--- src/rtl/csa_seq_pkg.sv ---
// rtl/csa_seq_pkg.sv - shared types, constants and parameter checks for the wide sequential adder
package csa_seq_pkg;

    // Sequencer states: waiting for operands, adding slices, holding the result
    typedef enum logic [1:0] {
        IDLE = 2'd0,
        RUN  = 2'd1,
        DONE = 2'd2
    } state_t;

    // Carry-select block size inside the shared slice adder
    localparam int BLK_W = 4;

    // Slice width must split evenly into carry-select blocks
    function automatic bit slice_w_ok(input int slice_w);
        return (slice_w > 0) && ((slice_w % BLK_W) == 0);
    endfunction

    // A single beat would just be a plain adder; the sequencer needs at least two
    function automatic bit beats_ok(input int beats);
        return beats >= 2;
    endfunction

endpackage

--- src/rtl/carry_select_adder.sv ---
// rtl/carry_select_adder.sv - combinational carry-select adder built from 4-bit blocks
module carry_select_adder
    import csa_seq_pkg::*;
#(
    parameter int WIDTH = 64
) (
    input  logic [WIDTH-1:0] a,
    input  logic [WIDTH-1:0] b,
    input  logic             cin,
    output logic [WIDTH-1:0] sum,
    output logic             cout
);

    localparam int NBLK = WIDTH / BLK_W;

    // Each block precomputes its result for both possible incoming carries
    logic [NBLK-1:0][BLK_W:0] res0;
    logic [NBLK-1:0][BLK_W:0] res1;

    genvar g;
    for (g = 0; g < NBLK; g++) begin : g_blk
        assign res0[g] = {1'b0, a[g*BLK_W +: BLK_W]} + {1'b0, b[g*BLK_W +: BLK_W]};
        assign res1[g] = {1'b0, a[g*BLK_W +: BLK_W]} + {1'b0, b[g*BLK_W +: BLK_W]}
                         + {{BLK_W{1'b0}}, 1'b1};
    end

    // Ripple only the select signal through the blocks, picking the precomputed result
    always_comb begin
        logic c;
        c   = cin;
        sum = '0;
        for (int i = 0; i < NBLK; i++) begin
            sum[i*BLK_W +: BLK_W] = c ? res1[i][BLK_W-1:0] : res0[i][BLK_W-1:0];
            c                     = c ? res1[i][BLK_W] : res0[i][BLK_W];
        end
        cout = c;
    end

endmodule

--- src/rtl/csa_wide_add_seq.sv ---
// rtl/csa_wide_add_seq.sv - wide adder time-sharing one carry-select slice over several beats
module csa_wide_add_seq
    import csa_seq_pkg::*;
#(
    parameter  int SLICE_W = 64,
    parameter  int BEATS   = 4,
    localparam int W       = SLICE_W * BEATS,
    localparam int CNT_W   = $clog2(BEATS)
) (
    input  logic             clk,
    input  logic             rst,
    input  logic             in_valid,
    output logic             in_ready,
    input  logic [W-1:0]     in_a,
    input  logic [W-1:0]     in_b,
    input  logic             in_cin,
    output logic             out_valid,
    input  logic             out_ready,
    output logic [W-1:0]     out_sum,
    output logic             out_cout,
    output logic             busy,
    output logic [CNT_W-1:0] beat_idx
);

    if (!slice_w_ok(SLICE_W)) begin : g_bad_slice_w
        $error("csa_wide_add_seq: SLICE_W must be a positive multiple of 4");
    end
    if (!beats_ok(BEATS)) begin : g_bad_beats
        $error("csa_wide_add_seq: BEATS must be at least 2");
    end

    localparam logic [CNT_W-1:0] LAST_BEAT = CNT_W'(BEATS - 1);

    state_t           state;
    logic [W-1:0]     op_a;
    logic [W-1:0]     op_b;
    logic [W-1:0]     result;
    logic             carry_reg;

    logic [SLICE_W-1:0] a_slice;
    logic [SLICE_W-1:0] b_slice;
    logic [SLICE_W-1:0] slice_sum;
    logic               slice_cout;
    logic [W-1:0]       result_next;

    assign a_slice = op_a[int'(beat_idx)*SLICE_W +: SLICE_W];
    assign b_slice = op_b[int'(beat_idx)*SLICE_W +: SLICE_W];

    carry_select_adder #(
        .WIDTH (SLICE_W)
    ) u_slice_adder (
        .a    (a_slice),
        .b    (b_slice),
        .cin  (carry_reg),
        .sum  (slice_sum),
        .cout (slice_cout)
    );

    // Working result with the current beat's slice merged in
    always_comb begin
        result_next = result;
        result_next[int'(beat_idx)*SLICE_W +: SLICE_W] = slice_sum;
    end

    // Sequencer: accept operands, add one slice per edge, hold result until taken
    always_ff @(posedge clk) begin
        if (rst) begin
            state     <= IDLE;
            in_ready  <= 1'b1;
            out_valid <= 1'b0;
            busy      <= 1'b0;
            beat_idx  <= '0;
            out_sum   <= '0;
            out_cout  <= 1'b0;
            carry_reg <= 1'b0;
            op_a      <= '0;
            op_b      <= '0;
            result    <= '0;
        end else begin
            case (state)
                IDLE: begin
                    if (in_valid) begin
                        op_a      <= in_a;
                        op_b      <= in_b;
                        carry_reg <= in_cin;
                        beat_idx  <= '0;
                        state     <= RUN;
                        in_ready  <= 1'b0;
                        busy      <= 1'b1;
                    end
                end
                RUN: begin
                    result    <= result_next;
                    carry_reg <= slice_cout;
                    if (beat_idx == LAST_BEAT) begin
                        out_sum   <= result_next;
                        out_cout  <= slice_cout;
                        beat_idx  <= '0;
                        state     <= DONE;
                        out_valid <= 1'b1;
                    end else begin
                        beat_idx <= beat_idx + CNT_W'(1);
                    end
                end
                DONE: begin
                    if (out_ready) begin
                        state     <= IDLE;
                        out_valid <= 1'b0;
                        in_ready  <= 1'b1;
                        busy      <= 1'b0;
                    end
                end
                default: begin
                    state     <= IDLE;
                    in_ready  <= 1'b1;
                    out_valid <= 1'b0;
                    busy      <= 1'b0;
                    beat_idx  <= '0;
                end
            endcase
        end
    end

endmodule

--- config.mk ---
export PLATFORM = sky130hd
export DESIGN_NAME = csa_wide_add_seq
export DESIGN_NICKNAME = d
export VERILOG_FILES = /design/src/rtl/csa_seq_pkg.sv /design/src/rtl/carry_select_adder.sv /design/src/rtl/csa_wide_add_seq.sv
export SDC_FILE = /design/constraint.sdc
export NUM_CORES = 2
export LEC_CHECK = 0
export ABC_AREA = 1
export CAP_MARGIN = 20
export CORE_ASPECT_RATIO = 0.8
export CORE_MARGIN = 5
export CORE_UTILIZATION = 50
export DETAILED_ROUTE_END_ITERATION = 10
export PLACE_DENSITY = 0.79
export SYNTH_ARGS = -nofsm -noshare
export SYNTH_HDL_FRONTEND = slang
export SYNTH_SLANG_ARGS = --single-unit
--- constraint.sdc ---
create_clock -name clk -period 5.68 [get_ports clk]
set_input_delay 0.852 -clock clk [delete_from_list [all_inputs] [get_ports clk]]
set_output_delay 0.852 -clock clk [all_outputs]
set_load 0.1 [all_outputs]
**Word level (Yosys, flattened, before mapping)**

Cells that the tools add are included.

- Flip-flop bits (word level): 1033
- Bits of input ports: 517
- Output and inout port bits: 262
- Logic and storage cells: 117

- Add/sub/neg operators: 34
- Equality and inequality tests: 6
- Shift operators: 4
- Multiplexer cells: 50
- Bitwise gates (word level): 3
- Reductions and logical operators: 9

Operators with widths:

| kind | number |
|---|---|
| $shiftx A256 B9 Y64 | 2 |
| $bwmux W256 | 1 |
| $shift A64 B33 Y256 const A | 1 |
| $shiftx A64 B33 Y256 | 1 |
| $add A4 B4 Y5 | 16 |
| $add A5 B1 Y5 const B | 16 |
| $mux W4 | 16 |
| $neg A8 Y33 | 1 |
| $mux W1 | 22 |
| $pmux W2 S3 | 2 |
| $mux W2 | 5 |
| $pmux W1 S3 | 3 |
| $reduce_and A3 Y1 | 3 |
| $reduce_and A2 Y1 | 4 |
| $ne A2 B2 Y1 const B | 3 |
| $eq A2 B2 Y1 const B | 2 |
| $not A1 Y1 | 3 |
| $add A2 B1 Y2 const B | 1 |
| $eq A2 B1 Y1 const B | 1 |
| $logic_not A2 Y1 | 1 |
| $pmux W1 S2 | 1 |
| $reduce_bool A2 Y1 | 1 |

**Depth between registers and ports, before layout**

- Depth after elaboration: 21
- Mapped depth: 39

**Hierarchy**

A second synthesis with hierarchy kept.

- Cells, all modules: 7167
- Area total of the unflattened synthesis: 49777.7 um^2

Modules (own cells, without submodules):

| module | instances | cells an instance | area each (um^2) |
|---|---|---|---|
| csa_wide_add_seq | 1 | 6661 | 45901.5 |
| carry_select_adder | 1 | 506 | 3876.2 |

**Least setup slack after synthesis**

No wires, ideal clock.

- Path kind: register -> register
- Start: reg beat_idx[0]
- End: reg out_sum[63]
- Library setup time: 114 ps
- Data arrival time: 5680 ps
- Data required time: 5566 ps
- Path slack: -114 ps
- Cell stages (with the launch flop): 37
- Buffers on the path: 3
- Cell sequence: dfxtp_1 > clkbuf_1 > clkbuf_1 > clkbuf_1 > o21ai_0 > o22ai_1 > ha_1 > fa_1 > ha_1 > nand2_1 > nor2_2 > nand3_1 > nand2_2 > nand2_4 > nand2_4 > nand2_4 > nand2_4 > nand2_4 > nand2_4 > nand2_4 > nand2_2 > nand3_4 > nand3_2 > nand3_4 > nand3_2 > nand3_4 > nand3_2 > nand3_4 > nand3_4 > nand3_4 > nand3_4 > nand3_1 > nand2_1 > nand2_1 > o21ai_1 > o21bai_1 > inv_1

- Cells in the longest elaborated chain, start to end: 21
- Elaborated cells on any way between the ends: 71
- Those cells by class: add/sub: 33; eq/ne: 1; shift: 4; mux: 32; reduce/logical: 1

RTL lines:

| item | line | text |
|---|---|---|
| start: declaration | csa_wide_add_seq.sv:22 | `output logic [CNT_W-1:0] beat_idx` |
| start signal: assignment | csa_wide_add_seq.sv:102 | `beat_idx <= beat_idx + CNT_W'(1);` |
| $shiftx A256 B9 Y64, on equally long branches | csa_wide_add_seq.sv:46, csa_wide_add_seq.sv:47 |  |
| $add A4 B4 Y5 | carry_select_adder.sv:22, carry_select_adder.sv:23 |  |
| $add A5 B1 Y5 | carry_select_adder.sv:24 | `+ {{BLK_W{1'b0}}, 1'b1};` |
| $mux W1 (15 in a row) | carry_select_adder.sv:34 | `c = c ? res1[i][BLK_W] : res0[i][BLK_W];` |
| $mux W4 | carry_select_adder.sv:33 | `sum[i*BLK_W +: BLK_W] = c ? res1[i][BLK_W-1:0] : res0[i][BLK_W-1:0];` |
| $shiftx A64 B33 Y256 | csa_wide_add_seq.sv:62 | `result_next[int'(beat_idx)*SLICE_W +: SLICE_W] = slice_sum;` |
| $bwmux W256 | csa_wide_add_seq.sv:62 |  |
| end signal: assignment | csa_wide_add_seq.sv:96 | `out_sum <= result_next;` |
| end: declaration | csa_wide_add_seq.sv:19 | `output logic [W-1:0] out_sum,` |

Several ways; a longest one is shown, not always the timed one.
A chain may end at the register's enable or synchronous reset.

**Worst setup path after layout**

- Start: reg beat_idx[0]
- End: reg out_sum[57]

The elaborated chain is that of the path after synthesis.

==> summary.txt <==
Outcome
  – Outcome: complete, no violations

Worst setup path
  – Slowest CP cell: fa_1
  – CP peak stage delay: approximately 0.57 ns
  – FF-to-FF End: out_sum[57]$_SDFFE_PP0P_
  – Critical path arrival: between 5 and 6 ns
  – Crit. End Element: register
  – Worst EP required: ~6.2 ns
  – WS Path Type: reg -> reg
  – Reg2reg start: beat_idx[0]$_SDFFE_PP0P_
  – R2R depth: 34
  – Flop-to-flop setup slack: between 0.2 and 0.3 ns
  – Startpoint types: register
  – CP Max Fanout: 12

Global routing
  – Total Routing Usage GR: 32.1%
  – Largest net degree at the start of global routing: 280
  – First-pass GRT wire length: between 200 and 300 mm
  – Grt ovf: 0
  – Vias in the first global route: roughly 44000
  – Initial antenna violation count: 43

Route
  – Drt pass-1 iters: 6
  – Antenna-violating nets left: 0
  – Avg Vias per Cell: between 5 and 6
  – Vias: approximately 48000
  – DR iter-0 viols: 5155
  – Wirelength per Cell: just over 20 µm
  – Drt total wl: around 170 mm
  – DRC Markers: 0

Die
  – Cell row count: 101
  – DIE HEIGHT: roughly 290 µm
  – Die Width: ~350 µm
  – Starting Density: between 50% and 60%
  – Die ar.: roughly 0.1 mm²
  – Io pins: ~780
  – Core area: approximately 0.095 mm²

Worst hold path
  – Hold crit path type: reg -> reg
  – Worst Hold Path Cells: 2
  – Hold Path Sink: busy$_SDFFE_PP0P_
  – Hold path start: busy$_SDFFE_PP0P_

Clocking
  – CTS tree: yes
  – CTS sink cnt: slightly above 1000
  – H-Tree Level Count: 3
  – Clk slew on worst S/H paths: roughly 0.060 ns
  – CTS Buffer Depth: 3
  – Worst-skew pair later-pin latency: around 0.67 ns
  – TritonCTS Buffers: about 100
  – Root buf cell: clkbuf_16
  – Cts hold-fix bufs: 0

Pwr
  – PwrDens: approximately 320 mW/mm²
  – Tot Pwr: 19.4 mW
  – Leakage power of the design: between 20 and 30 nW
  – Max IR drop VDD: ~270 µV

Cells and area
  – Final Instance Area: approximately 0.06 mm²
  – Syn-to-layout area delta: 25.7%
  – Commonest non-fill, non-tap cell in the layout: nor2_1
  – Most frequent cells in the layout: nor2_1, o21ai_0, dfxtp_1
  – Nets@finish: roughly 7700
  – Layout cells sized above 1: 4.87%
  – Layout Cells excl Fill: ~8400

Placed design
  – Hpwl dp: 117 mm
  – GPL Wtd Cong: between 0.9 and 1
  – Placed cells: just over 8000
  – Pre-CTS setup slack: -0.0181 ns
  – Port bufs: 778
  – Placed cell area: ~0.056 mm²

Timing
  – Fin crit share: 95.2%
  – Worst-Margin Slew: between 1 and 1.5 ns
  – Clk_skew: slightly below 0.02 ns
  – Slew headroom: 15.7%
  – Hold Fails Final Rpt: 0
  – Final worst slack: 0.275 ns
  – Fmax achieved: approximately 190 MHz
  – Final Max Slew Viols: 0
  – Setup Viol. Count Final: 0
  – Minimum clock period: about 5.4 ns

Synth
  – Post-Syn Area: 0.0476 mm²
  – Area fraction of the dominant cell type after synthesis: a little over two fifths
  – Yosys cell types: 39
  – Top cells by area, synth: dfxtp_1, o21ai_0, nor2_1
  – #FFs+latches synth: 1033
  – Syn_area_per_cell: roughly 7.2 µm²
  – Synth Instances: 6591
  – YS warnings: 0
  – Post-synthesis net count: 7210
  – Cell type with the largest total area after synthesis: dfxtp_1
  – Sequential share of the synthesized area: a little over two fifths

Run
  – Max-cap violations: 0
-- worst max-delay path, delay by kind of cell, from the launching register on --
| family | cells | cell delay (ns) |
|---|---|---|
| and+or+nand+nor | 25 | 3.06 |
| buffers and inverters | 4 | 0.62 |
| DFF | 1 | 0.41 |
| AOI/OAI and AO/OA | 3 | 0.44 |
| adders and majority gates | 2 | 0.73 |
-- cell usage after synthesis --
cell type	number
a31o_2	1
nand2_1	272
nand2_2	6
clkinv_1	4
o21ai_1	34
o211ai_1	26
nand3_4	20
a21oi_1	249
xnor2_1	32
nand4_1	23
nor2_2	3
nor3_1	8
dfxtp_1	1033
o21a_1	21
o22ai_1	266
a21o_1	22
o221a_2	1
nand3_1	168
nand3_2	14
nand4_2	1
ha_1	86
clkbuf_1	451
o21ai_0	1273
nor2_1	1387
a22oi_1	3
nand3b_1	3
nor3b_1	10
fa_1	16
inv_2	1
inv_1	810
buf_1	44
o21bai_1	227
a22oi_2	1
nor4_1	1
nor3_2	1
nand2_4	12
or2_2	1
a31oi_1	11
xor2_1	49
-- cell type report --
class,instances,area [µm²]
Fill cell,8188,34800
Multi-Input combinational cell,4248,22200
Sequential cell,1033,20700
Timing Repair Buffer,867,8740
Clock buffer,155,3120
Inverter,815,3100
Tap cell,1236,1550
Clock inverter,30,372
Antenna cell,37,92.6
-- per-layer routing --
| layer | up-vias | track usage, % | wire [µm] |
|---|---|---|---|
| met5 | - | 0 | 88 |
| met3 | 461 | 5.97 | 14000 |
| met4 | 12 | 18.9 | 10800 |
| met1 | 22400 | 40.3 | 68500 |
| li1 | 22500 | - | - |
| met2 | 2188 | 51.8 | 80400 |
-- logic make-up after synthesis --
| kind of cell | share of synthesized area, % |
|---|---|
| AOI/OAI and AO/OA | 24.8 |
| xor gates and xnor gates | 1.49 |
| DFF | 43.5 |
| adders and majority gates | 2.94 |
| buffers and inverters | 10.3 |
| and+or+nand+nor | 17.0 |
-- what timing repair did --
item                                    4_1_cts  5_1_grt
gates resized for setup                       1       31
endpoints found under the setup margin        3      137
setup buffers                                 0        9
pin swaps                                     0       10
gates cloned                                  0        2
-- stage by stage --
stage	hold WS [ns]	utilization [%]	setup TNS [ns]
2_1_floorplan	0.468	-	0
5_1_grt	0.511	63.2	-0.00565
3_3_place_gp	0.449	59.1	0
6_report	0.472	63.2	0
4_1_cts	0.467	62.7	0
3_5_place_dp	0.458	59.1	-0.0181
-- how the worst max path moves through the flow --
stage | startpoint | end
6_report | beat_idx[0]$_SDFFE_PP0P_ | out_sum[57]$_SDFFE_PP0P_
5_1_grt | beat_idx[0]$_SDFFE_PP0P_ | out_sum[62]$_SDFFE_PP0P_
4_1_cts | beat_idx[0]$_SDFFE_PP0P_ | out_sum[62]$_SDFFE_PP0P_
3_5_place_dp | beat_idx[0]$_SDFFE_PP0P_ | out_sum[62]$_SDFFE_PP0P_
3_3_place_gp | beat_idx[0]$_SDFFE_PP0P_ | out_sum[63]$_SDFFE_PP0P_
2_1_floorplan | beat_idx[0]$_SDFFE_PP0P_ | out_sum[63]$_SDFFE_PP0P_
-- power by group --
group	leakage, nW	switching [mW]	internal [mW]
combinational	17.0	2.87	1.51
clock	1.71	2.97	4.10
sequential	8.49	0.224	7.74
No activity file was read; power rests on OpenSTA's default activity.
